**src/rtl/dmem_pkg.sv**
```systemverilog
// dmem_pkg: shared types, lane constants and funct3 legality check for the load/store unit
package dmem_pkg;
  typedef enum logic [2:0] {
    F3_B  = 3'b000,
    F3_H  = 3'b001,
    F3_W  = 3'b010,
    F3_BU = 3'b100,
    F3_HU = 3'b101
  } funct3_e;
  typedef enum logic [1:0] {S_IDLE, S_RD, S_WR, S_RESP} state_e;
  localparam int BYTE_W = 8;
  localparam int HALF_W = 16;
  localparam logic [31:0] BYTE_MASK = 32'h0000_00FF;
  localparam logic [31:0] HALF_MASK = 32'h0000_FFFF;
  function automatic logic illegal_f3(input logic we, input logic [2:0] f3);
    return f3 == 3'b011 || f3[2:1] == 2'b11 || (we && f3[2]);
  endfunction
endpackage

```
**src/rtl/dmem_align.sv**
```systemverilog
// dmem_align: load lane extract with sign/zero extension and sub-word store merge
module dmem_align
  import dmem_pkg::*;
#(
  parameter int DATA_W = 32
) (
  input  logic [DATA_W-1:0] word_i,
  input  logic [1:0]        off_i,
  input  logic [2:0]        f3_i,
  input  logic [DATA_W-1:0] wdata_i,
  output logic [DATA_W-1:0] ld_o,
  output logic [DATA_W-1:0] st_o
);
  logic [4:0] sh;
  logic [HALF_W-1:0] lane;
  logic [DATA_W-1:0] mask;
  assign sh = {off_i, 3'b000};
  assign lane = HALF_W'(word_i >> sh);
  assign mask = (f3_i[1:0] == 2'b01) ? DATA_W'(HALF_MASK) : DATA_W'(BYTE_MASK);
  assign ld_o = (f3_i == F3_B)  ? {{(DATA_W-BYTE_W){lane[BYTE_W-1]}}, lane[BYTE_W-1:0]} :
                (f3_i == F3_BU) ? DATA_W'(lane[BYTE_W-1:0]) :
                (f3_i == F3_H)  ? {{(DATA_W-HALF_W){lane[HALF_W-1]}}, lane} :
                (f3_i == F3_HU) ? DATA_W'(lane) : word_i;
  assign st_o = (f3_i == F3_W) ? wdata_i : (word_i & ~(mask << sh)) | ((wdata_i & mask) << sh);
endmodule

```
**src/rtl/dmem_lsu.sv**
```systemverilog
// dmem_lsu: load/store unit with read-modify-write sub-word stores over a byte-enable-less RAM.
// Define DMEM_MISALIGN_ERR_EN to reject misaligned accesses instead of aligning them down.
module dmem_lsu
  import dmem_pkg::*;
#(
  parameter int DATA_W       = 32,
  parameter int RAM_DEPTH    = 1024,
  parameter int ADDR_W       = $clog2(RAM_DEPTH),
  parameter int READ_LATENCY = 1
) (
  input  logic              clk,
  input  logic              rst,
  input  logic              req_valid,
  output logic              req_ready,
  input  logic              req_we,
  input  logic [2:0]        req_funct3,
  input  logic [31:0]       req_addr,
  input  logic [DATA_W-1:0] req_wdata,
  output logic              rsp_valid,
  input  logic              rsp_ready,
  output logic [DATA_W-1:0] rsp_rdata,
  output logic              rsp_err,
  output logic [ADDR_W-1:0] ram_addr,
  output logic [DATA_W-1:0] ram_din,
  output logic              ram_we,
  output logic              ram_regce,
  input  logic [DATA_W-1:0] ram_dout
);
  state_e state_q, state_d;
  logic [1:0] cnt_q, cnt_d, off_q, off_d, off_in;
  logic we_q, we_d, rsp_err_q, rsp_err_d, ram_we_q, bad, is_h, is_w, unused_addr;
  logic [2:0] f3_q, f3_d;
  logic [DATA_W-1:0] wdata_q, wdata_d, ram_din_q, ram_din_d, rsp_rdata_q, rsp_rdata_d, ld_data, st_data;
  logic [ADDR_W-1:0] ram_addr_q, ram_addr_d;
  assign is_h = req_funct3[1:0] == 2'b01;
  assign is_w = req_funct3 == F3_W;
  assign off_in = is_w ? 2'b00 : is_h ? {req_addr[1], 1'b0} : req_addr[1:0];
  assign unused_addr = ^req_addr[31:ADDR_W+2];
`ifdef DMEM_MISALIGN_ERR_EN
  assign bad = illegal_f3(req_we, req_funct3) || (is_h && req_addr[0]) || (is_w && req_addr[1:0] != 2'b00);
`else
  assign bad = illegal_f3(req_we, req_funct3);
`endif
  dmem_align #(.DATA_W(DATA_W)) u_align (
    .word_i (ram_dout),
    .off_i  (off_q),
    .f3_i   (f3_q),
    .wdata_i(wdata_q),
    .ld_o   (ld_data),
    .st_o   (st_data)
  );
  always_comb begin
    state_d = state_q;
    cnt_d = cnt_q;
    we_d = we_q;
    f3_d = f3_q;
    off_d = off_q;
    wdata_d = wdata_q;
    ram_addr_d = ram_addr_q;
    ram_din_d = ram_din_q;
    rsp_rdata_d = rsp_rdata_q;
    rsp_err_d = rsp_err_q;
    case (state_q)
      S_IDLE: if (req_valid) begin
        we_d = req_we;
        f3_d = req_funct3;
        off_d = off_in;
        wdata_d = req_wdata;
        cnt_d = '0;
        rsp_rdata_d = '0;
        rsp_err_d = bad;
        ram_din_d = req_wdata;
        ram_addr_d = bad ? ram_addr_q : req_addr[ADDR_W+1:2];
        state_d = bad ? S_RESP : (req_we && is_w) ? S_WR : S_RD;
      end
      S_RD: if (cnt_q == 2'(READ_LATENCY)) begin
        ram_din_d = st_data;
        rsp_rdata_d = we_q ? '0 : ld_data;
        state_d = we_q ? S_WR : S_RESP;
      end else begin
        cnt_d = cnt_q + 2'd1;
      end
      S_WR: state_d = S_RESP;
      S_RESP: state_d = rsp_ready ? S_IDLE : S_RESP;
    endcase
  end
  always_ff @(posedge clk or posedge rst) begin
    if (rst) begin
      state_q <= S_IDLE;
      cnt_q <= '0;
      we_q <= 1'b0;
      f3_q <= '0;
      off_q <= '0;
      wdata_q <= '0;
      ram_addr_q <= '0;
      ram_din_q <= '0;
      ram_we_q <= 1'b0;
      rsp_rdata_q <= '0;
      rsp_err_q <= 1'b0;
    end else begin
      state_q <= state_d;
      cnt_q <= cnt_d;
      we_q <= we_d;
      f3_q <= f3_d;
      off_q <= off_d;
      wdata_q <= wdata_d;
      ram_addr_q <= ram_addr_d;
      ram_din_q <= ram_din_d;
      ram_we_q <= state_d == S_WR;
      rsp_rdata_q <= rsp_rdata_d;
      rsp_err_q <= rsp_err_d;
    end
  end
  assign req_ready = state_q == S_IDLE;
  assign rsp_valid = state_q == S_RESP;
  assign rsp_rdata = rsp_rdata_q;
  assign rsp_err = rsp_err_q;
  assign ram_addr = ram_addr_q;
  assign ram_din = ram_din_q;
  assign ram_we = ram_we_q;
  assign ram_regce = READ_LATENCY == 2;
endmodule

```
**config.mk**
```make
export PLATFORM = sky130hd
export DESIGN_NAME = dmem_lsu
export DESIGN_NICKNAME = d
export VERILOG_FILES = /design/src/rtl/dmem_pkg.sv /design/src/rtl/dmem_align.sv /design/src/rtl/dmem_lsu.sv
export SDC_FILE = /design/constraint.sdc
export NUM_CORES = 1
export LEC_CHECK = 0
export CAP_MARGIN = 20
export CORE_UTILIZATION = 44
export CTS_BUF_LIST = sky130_fd_sc_hd__clkbuf_8
export DETAILED_ROUTE_END_ITERATION = 10
export PLACE_DENSITY = 0.75
export SLEW_MARGIN = 5
export SYNTH_ARGS = -nofsm -noshare
export SYNTH_HDL_FRONTEND = slang
export SYNTH_SLANG_ARGS = --single-unit
```
**constraint.sdc**
```tcl
create_clock -name clk -period 4.81 [get_ports clk]
set_clock_uncertainty 0.05 [all_clocks]
set_input_delay 0.7215 -clock clk [delete_from_list [all_inputs] [get_ports clk]]
set_output_delay 0.7215 -clock clk [all_outputs]
set_load 0.005 [all_outputs]
```
==> impl_metrics.ini <==
[run_status]
status = complete, no violations

[clocking]
cts_tree = done
clk_pin_slew_worst_paths_ps = 60
insertion_delay_ps = 460
cts_htree_levels = 4
clock_sinks = 118
cts_post_setup_buffers_inserted = 0
clockRootBuffer = clkbuf_8
cts_buffers = 17
hold_buffers = 0
post_cts_resized = 0
cts_buffer_depth = 2

[hold_path]
hold_start = wdata_q[19]
holdPathStages = 2
min_to = wdata_q[19]
hp-class = reg2reg

[timing]
fin_crit_ps = 2660
slew_headroom_pct = 25.5
fin_setup_tns_ps = 0
period_share_pct = 55.3
grt_setup_unrepaired = false
setup_violations = 0
slew_viol_final = 0
tightest_slew_ps = 1110
clock.fmax_ghz = 0.376
hold_violations = 0

[synthesis]
synthFlopType = dfrtp_1
syn_avg_cell_area_um2 = 9.44
yosys_register_bits = 118
netlist_area_mm2 = 0.00622
synth_edf_count = 0
synth_xor_xnor_area_share_pct = 0
synthCells = 659
synth_cell_types = 57
synth_simple_gate_area_share_pct = 18.1
synth_mux_area_share_pct = 3.80
async_reset_ff_share_pct = 100
yosysWarnings = 0
synth_top_family_by_area = compound AO/OA/AOI/OAI gates
synth_seq_area_share_pct = 47.5
synth_compound_area_share_pct = 25.8
synth.net_count = 764
synth_fa_ha_area_share_pct = 0.201

[critical_path]
cp.arrival_ps = 2920
rrSetupSlack_ps = 2150
cp-end-kind = flop
rr_endpoint = ram_din[15]
reg2reg_depth = 4
required_ps = 5070
r2r-start = f3_q[0]
crit_path_start_kind = flop
path_max_fanout = 16
path_class = reg2reg

[grt]
grtUsageTotal_pct = 27.0
grt_overflow = 0
antenna_found_initial = 0
grt_first_pass_wirelength_mm = 29.8
grt_max_degree = 70
grt_pass1_vias = 5553

[finish]
final_cell_mix = nand2_1, clkdlybuf4s50_1, dfrtp_1
drive_gt1_share_pct = 9.18
diodes = 0
nets = 899
area_growth_pct = 33.6
mostFrequentLayoutCell = nand2_1

[floorplanning]
core_mm2 = 0.0138
start_util_pct = 45.0
die_h_um = 121
die-width_um = 121
die_area_mm2 = 0.0146
rows = 43
top_level_ports = 183

[placement]
portBuffers = 161
globalplace.congestion = 0.850
dpl.hpwl_mm = 13.2

[route]
ant_nets = 0
vias_per_cell = 5.89
drt_drc_violations_left = 0
wl_per_cell_um = 19.4
first_pass_iters = 5
drt-initial-drc-count = 525
vias = 5807
finalWirelength_mm = 19.1

[power_and_ir_drop]
vdd.ir_drop.worst_v = 0.000365
power_density_mw_per_mm2 = 631
p_leak_nw = 3.64
power_mw = 5.24

[job]
max_cap_viol_count = 0
Yosys cell counts, types with 3 or more instances:
cell       instances  area share [%]
and3_1             8            0.80
o31ai_1           20             2.4
nand2b_1           3            0.30
a2bb2oi_1         14             2.0
mux2_2            10             1.8
a32oi_1            8             1.1
a221oi_1           7            0.99
o221ai_1           7            0.99
a31oi_1            9            0.91
o311ai_0           3            0.42
buf_2             16             1.3
buf_4              7            0.85
o311ai_1           5            0.70
clkbuf_1          23             1.4
nand4bb_1          7             1.3
o21ai_1            6            0.48
o21ai_2           11             1.5
inv_1              3            0.18
o211a_1            8             1.3
o21ai_0           27             2.2
a211oi_1          24             2.9
a22oi_1           33             4.0
nor2b_1           12             1.2
a21oi_1           12            0.97
nand2_1          173              10
buf_6              3            0.54
nor2_1            30             1.8
a21boi_0           8            0.97
dfrtp_1          118              47
buf_1              4            0.24
mux2i_1            9             1.4
flip-flops by register name (all words and copies together), names as in the netlist:
| register | count |
|---|---|
| ram_addr | 10 |
| rsp_rdata | 32 |
| off_q | 2 |
| ram_we | 1 |
| wdata_q | 32 |
| cnt_q | 2 |
| rsp_err | 1 |
| ram_din | 32 |
| state_q | 2 |
| f3_q | 3 |
| we_q | 1 |
how the worst max path moves through the flow:
stage                 startpoint             to  slack (ps)  cells past startpoint
floorplan                    rst       cnt_q[0]         910                      1
global placement    ram_dout[23]  rsp_rdata[31]        1600                      4
detailed placement  ram_dout[23]  rsp_rdata[31]        1520                      4
CTS                 ram_dout[23]  rsp_rdata[31]        2000                      4
global route             f3_q[0]    ram_din[15]        2010                      4
finish                   f3_q[0]    ram_din[15]        2150                      4
metrics by stage:
stage	instance area, µm²	cells	hold WS, ps	utilization (%)	setup slack, ps
6_report	8310	986	427	60.1	2150
2_1_floorplan	6220	659	396	-	909
4_1_cts	8290	985	429	60.0	2000
3_3_place_gp	7840	954	409	56.7	1600
5_1_grt	8310	986	445	60.1	2010
3_5_place_dp	7840	954	413	56.7	1520
layer usage:
metal	up-vias	global-route usage [%]	share of wire (%)
met5	-	0	0
met2	272	42.3	48
met3	40	6.67	6.8
met1	2829	35.6	43
li1	2666	-	-
met4	0	11.7	2.5
worst max-delay path: stages, from the launching register on:
cell	delay, ps
dfrtp_1	800
nor2b_1	740
o21bai_2	270
a211oi_1	520
o31ai_1	140
report_power, final:
part	total, mW	switching, mW	internal [mW]
Sequential	1.76	0.352	1.41
Combinational	2.46	1.30	1.16
Clock	1.02	0.393	0.627
Total	5.24	2.04	3.20
cell type report:
cell class / count / area, µm²
clock inverters: 9 / 148
flip-flops and latches: 118 / 2950
repair buffers: 169 / 1680
well taps: 180 / 225
multi-input cells: 484 / 2980
inverters: 4 / 17.5
fillers: 1128 / 5520
clock buffers: 22 / 303
logic make-up after synthesis:
kind of cell,count (synthesis)
buffers and inverters,57
AND/OR/NAND/NOR,249
multiplexers,21
flip-flops,118
other,1
AO/OA/AOI/OAI,212
adder cells (fa/ha/maj),1
Power figures use the tool's default switching activity.
